`src/rtl/alu_result_capture.sv`:
```
// rtl/alu_result_capture.sv - capture stage for the registered adder: tags, flags, 2-entry result buffer
//
// Tracks every add the controller issues through a LAT-deep tag pipe. When a
// tag leaves the pipe, the stage captures the adder's registered sum/c_out,
// derives the Z/N/C/V flags and writes the result to a 2-entry FIFO. The FIFO
// head is returned to the datapath over a valid/ready handshake.
//
// Ports
//   clk        in   rising-edge clock
//   rst_n      in   synchronous reset, active low
//   start      in   operands presented to the adder this cycle (issue)
//   a_msb      in   operand a[W-1], sampled with start
//   b_msb      in   operand b[W-1], sampled with start
//   sum        in   registered adder sum (W bits)
//   c_out      in   registered adder carry out
//   busy       out  issue not accepted this cycle (no buffer credit)
//   res_valid  out  head result valid
//   res_ready  in   consumer takes the head result this cycle
//   res_data   out  head result sum (W bits)
//   flag_z     out  head result == 0
//   flag_n     out  head result sign bit
//   flag_c     out  head carry out
//   flag_v     out  head signed overflow
//   issue_err  out  sticky: start seen while busy

module alu_result_capture #(
    parameter int W   = 32,
    parameter int LAT = 1
) (
    input  logic         clk,
    input  logic         rst_n,
    input  logic         start,
    input  logic         a_msb,
    input  logic         b_msb,
    input  logic [W-1:0] sum,
    input  logic         c_out,
    output logic         busy,
    output logic         res_valid,
    input  logic         res_ready,
    output logic [W-1:0] res_data,
    output logic         flag_z,
    output logic         flag_n,
    output logic         flag_c,
    output logic         flag_v,
    output logic         issue_err
);

    // State encoding doubles as the buffered-entry count.
    typedef enum logic [1:0] {
        EMPTY = 2'd0,
        ONE   = 2'd1,
        FULL  = 2'd2
    } buf_state_e;

    typedef struct packed {
        logic [W-1:0] data;
        logic         z;
        logic         n;
        logic         c;
        logic         v;
    } entry_t;

    buf_state_e   state_q, state_d;
    entry_t       head_q, head_d;
    entry_t       tail_q, tail_d;
    entry_t       cap_entry;

    logic [LAT-1:0] vld_q, vld_d;
    logic [LAT-1:0] ta_q, ta_d;
    logic [LAT-1:0] tb_q, tb_d;
    logic           issue_err_q, issue_err_d;

    logic           issue;
    logic           cap;
    logic           pop;
    logic           tag_a;
    logic           tag_b;
    logic [31:0]    used;

    // Credits owed = buffered entries plus adds still travelling the pipe.
    always_comb begin
        used = {30'd0, state_q};
        for (int i = 0; i < LAT; i++) begin
            used = used + {31'd0, vld_q[i]};
        end
    end

    assign busy  = (used >= 32'd2);
    assign issue = start & ~busy;

    // Tag pipe: bit 0 is the newest issue, bit LAT-1 leaves this cycle.
    always_comb begin
        vld_d = (vld_q << 1) | LAT'(issue);
        ta_d  = (ta_q << 1) | LAT'(a_msb);
        tb_d  = (tb_q << 1) | LAT'(b_msb);
    end

    assign cap   = vld_q[LAT-1];
    assign tag_a = ta_q[LAT-1];
    assign tag_b = tb_q[LAT-1];

    // Flags are frozen at capture so the buffer holds complete results.
    always_comb begin
        cap_entry.data = sum;
        cap_entry.z    = (sum == '0);
        cap_entry.n    = sum[W-1];
        cap_entry.c    = c_out;
        cap_entry.v    = (tag_a == tag_b) && (sum[W-1] != tag_a);
    end

    assign res_valid = (state_q != EMPTY);
    assign pop       = res_valid & res_ready;

    always_comb begin
        state_d = state_q;
        head_d  = head_q;
        tail_d  = tail_q;
        unique case (state_q)
            EMPTY: begin
                if (cap) begin
                    head_d  = cap_entry;
                    state_d = ONE;
                end
            end
            ONE: begin
                if (cap && pop) begin
                    head_d = cap_entry;
                end else if (cap) begin
                    tail_d  = cap_entry;
                    state_d = FULL;
                end else if (pop) begin
                    head_d  = '0;
                    state_d = EMPTY;
                end
            end
            FULL: begin
                // Credits keep capture away from FULL; only a pop moves us.
                if (pop) begin
                    head_d  = tail_q;
                    tail_d  = '0;
                    state_d = ONE;
                end
            end
            default: state_d = EMPTY;
        endcase
    end

    assign issue_err_d = issue_err_q | (start & busy);

    always_ff @(posedge clk) begin
        if (!rst_n) begin
            state_q     <= EMPTY;
            head_q      <= '0;
            tail_q      <= '0;
            vld_q       <= '0;
            ta_q        <= '0;
            tb_q        <= '0;
            issue_err_q <= 1'b0;
        end else begin
            state_q     <= state_d;
            head_q      <= head_d;
            tail_q      <= tail_d;
            vld_q       <= vld_d;
            ta_q        <= ta_d;
            tb_q        <= tb_d;
            issue_err_q <= issue_err_d;
        end
    end

    always_ff @(posedge clk) begin
        if (rst_n) begin
            assert (!(cap && (state_q == FULL)));
        end
    end

    assign res_data  = head_q.data;
    assign flag_z    = head_q.z;
    assign flag_n    = head_q.n;
    assign flag_c    = head_q.c;
    assign flag_v    = head_q.v;
    assign issue_err = issue_err_q;

endmodule

```
`config.mk`:
```
export PLATFORM = sky130hd
export DESIGN_NAME = alu_result_capture
export DESIGN_NICKNAME = d
export VERILOG_FILES = /design/src/rtl/alu_result_capture.sv
export SDC_FILE = /design/constraint.sdc
export NUM_CORES = 1
export LEC_CHECK = 0
export BUFFER_PORTS_ARGS = -buffer_cell sky130_fd_sc_hd__buf_2
export CAP_MARGIN = 10
export CELL_PAD_IN_SITES_DETAIL_PLACEMENT = 0
export CELL_PAD_IN_SITES_GLOBAL_PLACEMENT = 1
export CORE_ASPECT_RATIO = 0.7
export CORE_UTILIZATION = 39
export CTS_BUF_LIST = sky130_fd_sc_hd__clkbuf_8
export CTS_CLUSTER_SIZE = 10
export DETAILED_ROUTE_END_ITERATION = 7
export PLACE_DENSITY = 0.85
export SLEW_MARGIN = 15
export SYNTH_ARGS = -nofsm -noshare
export SYNTH_HDL_FRONTEND = slang
export SYNTH_SLANG_ARGS = --single-unit
```
`constraint.sdc`:
```
create_clock -name clk -period 2 [get_ports clk]
set_clock_uncertainty 0.15 [all_clocks]
set_input_delay 0.1 -clock clk [delete_from_list [all_inputs] [get_ports clk]]
set_output_delay 0.1 -clock clk [all_outputs]
set_load 0.03 [all_outputs]
```
==> run metrics <==
CP arrival 2120 ps; RSZ-0062 raised after global routing yes; Setup CP Type reg2reg; Worst Setup SP state_q[0]; Seq/Total Area, Yosys 43.5%; Net count, final 506; Leak Pwr 2.16 nW; height of the chip 81.3 um; FP Rows 28; R2R Path Start state_q[0]; syn_area_per_cell 10.1 um2; Final GP Congestion 0.826; CTS Root Cell clkbuf_8; Post-DP Area 0.00402 mm2; GRT Total Usage 21.7%; first-pass GRT wire length 15700 um; overall power 5.36 mW; Hold Vio Cnt, Final 0; CTS tree yes; CP Launch Type register; # diodes 0; Clock Path Buffers 2; failing checks negative setup slack; FF-to-FF End res_data[23]; clock latency on the worst-skew pair 360 ps; f_max 492 MHz; area grow syn2layout 35.1%; CTS Buf Count 9; DR WL/cell 17.5 um; share of post-route cells with drive strength above 1 29.4%; Iter 0 DRT Violations 305; PnR worst setup slack -34.0 ps; I/O Buffers 77; period utilization 102%; crit path cell chain inv_2 > ha_4 > nor2b_4 > o31a_4 > buf_4 > a211o_1 > o221a_1; WL final 10300 um; worst slew pin tran 461 ps; Final Util 55.1%; Die Footprint 0.00937 mm2; syn nets 389; Die X 115 um; Worst Path Required 2090 ps; vias per cell 5.66; Vias 3319; flop2flop setup slack -30 ps; Hold WS 57.4 ps; clk sinks 76; fillers 765; core area 0.00858 mm2; relative slew slack 69.3%; Post-Syn Instances 345; #FFs+latches synth 76; gr ovfl total 0; pwr dens 1130 mW/mm2; Reg2Reg Depth 7; vias in the first global route 3115; number of setup violations in the final report 11; mapped cell area 0.00350 mm2; CTS H-tree depth 3; Slew Viols, Final 0; largest net degree at the start of global routing 44; initial core utilization 40.8%; initial antenna violation count 0; Netlist cell types 40; CP endpoint kind register; pre-CTS worst setup slack -1.09 ps; Max stage delay on crit path 410 ps; CTS clock-pin slew for the worst setup and hold paths 80 ps; crit path max fanout 6; hpwl dp 6280 um; Ports 78; Period minus WS final 2030 ps; HP Class in2reg; DRC violations left 0; max cap viols 0; WHS Endpoint tail_q[27]; status finished with violations; min-delay src rst_n; CP max-delay cell o31a_4; DR pass1 iterations 4; remaining antenna violation count 0; peak supply drop 0.491 mV; Final Instance Area 0.00473 mm2; Synthesis Warnings 0; Hold Path Depth 3
[repair_timing]
action,4_1_cts,5_1_grt
hold endpoints to repair,52,0
gates resized for setup,2,10
setup buffers,0,4
pin swaps,0,35
cloned,0,3
hold buffers,36,0
setup endpoints to repair,10,48
[cells in the mapped netlist, drive strengths merged]
cell           count  share of area, %
and2               3              0.54
o22ai              1              0.18
a21oi              4              0.57
nand4bb            1              0.32
and2b              1              0.29
o221a             34                11
nor3               1              0.29
and3              34               6.1
nand4              2              0.36
a211o             34               8.5
a311oi             1              0.25
a21o               1              0.21
clkdlybuf4s15      2              0.57
buf               20               4.9
a22oi             34               7.3
nor4              10               1.8
nand4b             1              0.25
a21boi             1              0.21
ha                 5               1.8
nor2              39               4.6
a32o               1              0.29
clkbuf            16               2.0
o311ai             1              0.25
inv                4              0.43
nor2b              2              0.36
a41o               1              0.29
dlygate4sd1        2              0.50
dfxtp             76                43
o31a               2              0.50
a32oi              1              0.25
nand2b             3              0.61
nand2              6              0.86
o21a               1              0.21
[placed cells by master, fill, tap and decap left out, types with 2 or more instances in the layout]
cell / synthesis / final
inv_1: 4 / 3
nor2_1: 38 / 38
buf_2: 9 / 77
nand4_1: 2 / 2
nand2_1: 5 / 5
ha_1: 5 / 3
a211o_1: 34 / 34
nor4_1: 10 / 10
clkbuf_16: 0 / 2
buf_12: 0 / 5
buf_6: 6 / 2
and2_1: 3 / 3
clkbuf_8: 1 / 9
and3_1: 34 / 34
dfxtp_1: 76 / 74
bufinv_16: 0 / 2
buf_4: 2 / 24
a21oi_1: 4 / 4
nand2b_1: 2 / 2
dfxtp_4: 0 / 2
o221a_1: 34 / 34
clkinv_4: 0 / 2
a22oi_1: 34 / 34
dlygate4sd3_1: 0 / 36
[cell type report]
type / instances / area [um2] / area share (%)
Clock buffer: 9 / 124 / 2.62
Tap cell: 120 / 150 / 3.17
Sequential cell: 76 / 1530 / 32.3
Inverter: 4 / 17.5 / 0.370
Timing Repair Buffer: 146 / 1100 / 23.2
Multi-Input combinational cell: 225 / 1720 / 36.4
Clock inverter: 6 / 90.1 / 1.90
[flip-flops by register name (all words and copies together) (netlist names)]
name and count:
issue_err 1, state_q 2, flag_v 1, tag_b 1, cap 1, tail_q 35, flag_c 1, ta_q 1
flag_z 1, res_data 32
[through the flow]
step                      cells  TNS [ps]
final                       586      -159
after global routing        586     -1540
after CTS                   579         0
after detailed placement    528     -1.09
after global placement      528         0
after floorplan             345         0
[how the worst max path moves through the flow]
| stage | endpoint | slack (ps) |
|---|---|---|
| after global routing | res_data[10] | -70 |
| final | res_data[23] | -30 |
| after floorplan | res_data[0] | 4 |
| after CTS | res_data[10] | 7 |
| after detailed placement | flag_c | -1 |
| after global placement | res_data[3] | 40 |
[report_power, final]
part / switching, mW / total [mW] / internal, mW / leakage [nW]
logic: 1.25 / 2.19 / 0.934 / 1.43
registers: 0.137 / 1.90 / 1.76 / 0.624
clock network: 0.580 / 1.28 / 0.700 / 0.111
total: 1.97 / 5.36 / 3.39 / 2.16
[worst max-delay path, delay by kind of cell (launching register included)]
| kind | cells | cell delay [ps] |
|---|---|---|
| compound gates | 3 | 890 |
| flops | 1 | 360 |
| buf+inv | 2 | 230 |
| fa+ha+maj | 1 | 170 |
| simple gates | 1 | 130 |
[cells by family after synthesis]
family                     share of synthesized area (%)
AOI/OAI and AO/OA                                   30.0
and+or+nand+nor                                     16.4
DFF                                                 43.5
buffers and inverters                               8.43
adders and majority gates                           1.79
[routing by layer]
metal / vias up / part of all wire, % / track usage (%)
met2: 135 / 45 / 33.4
met5: - / 0 / 0
met4: 0 / 0.78 / 5.84
met3: 9 / 6.9 / 6.12
li1: 1571 / - / -
met1: 1604 / 47 / 29.8
Note: power is estimated with default switching activity, not from simulation.
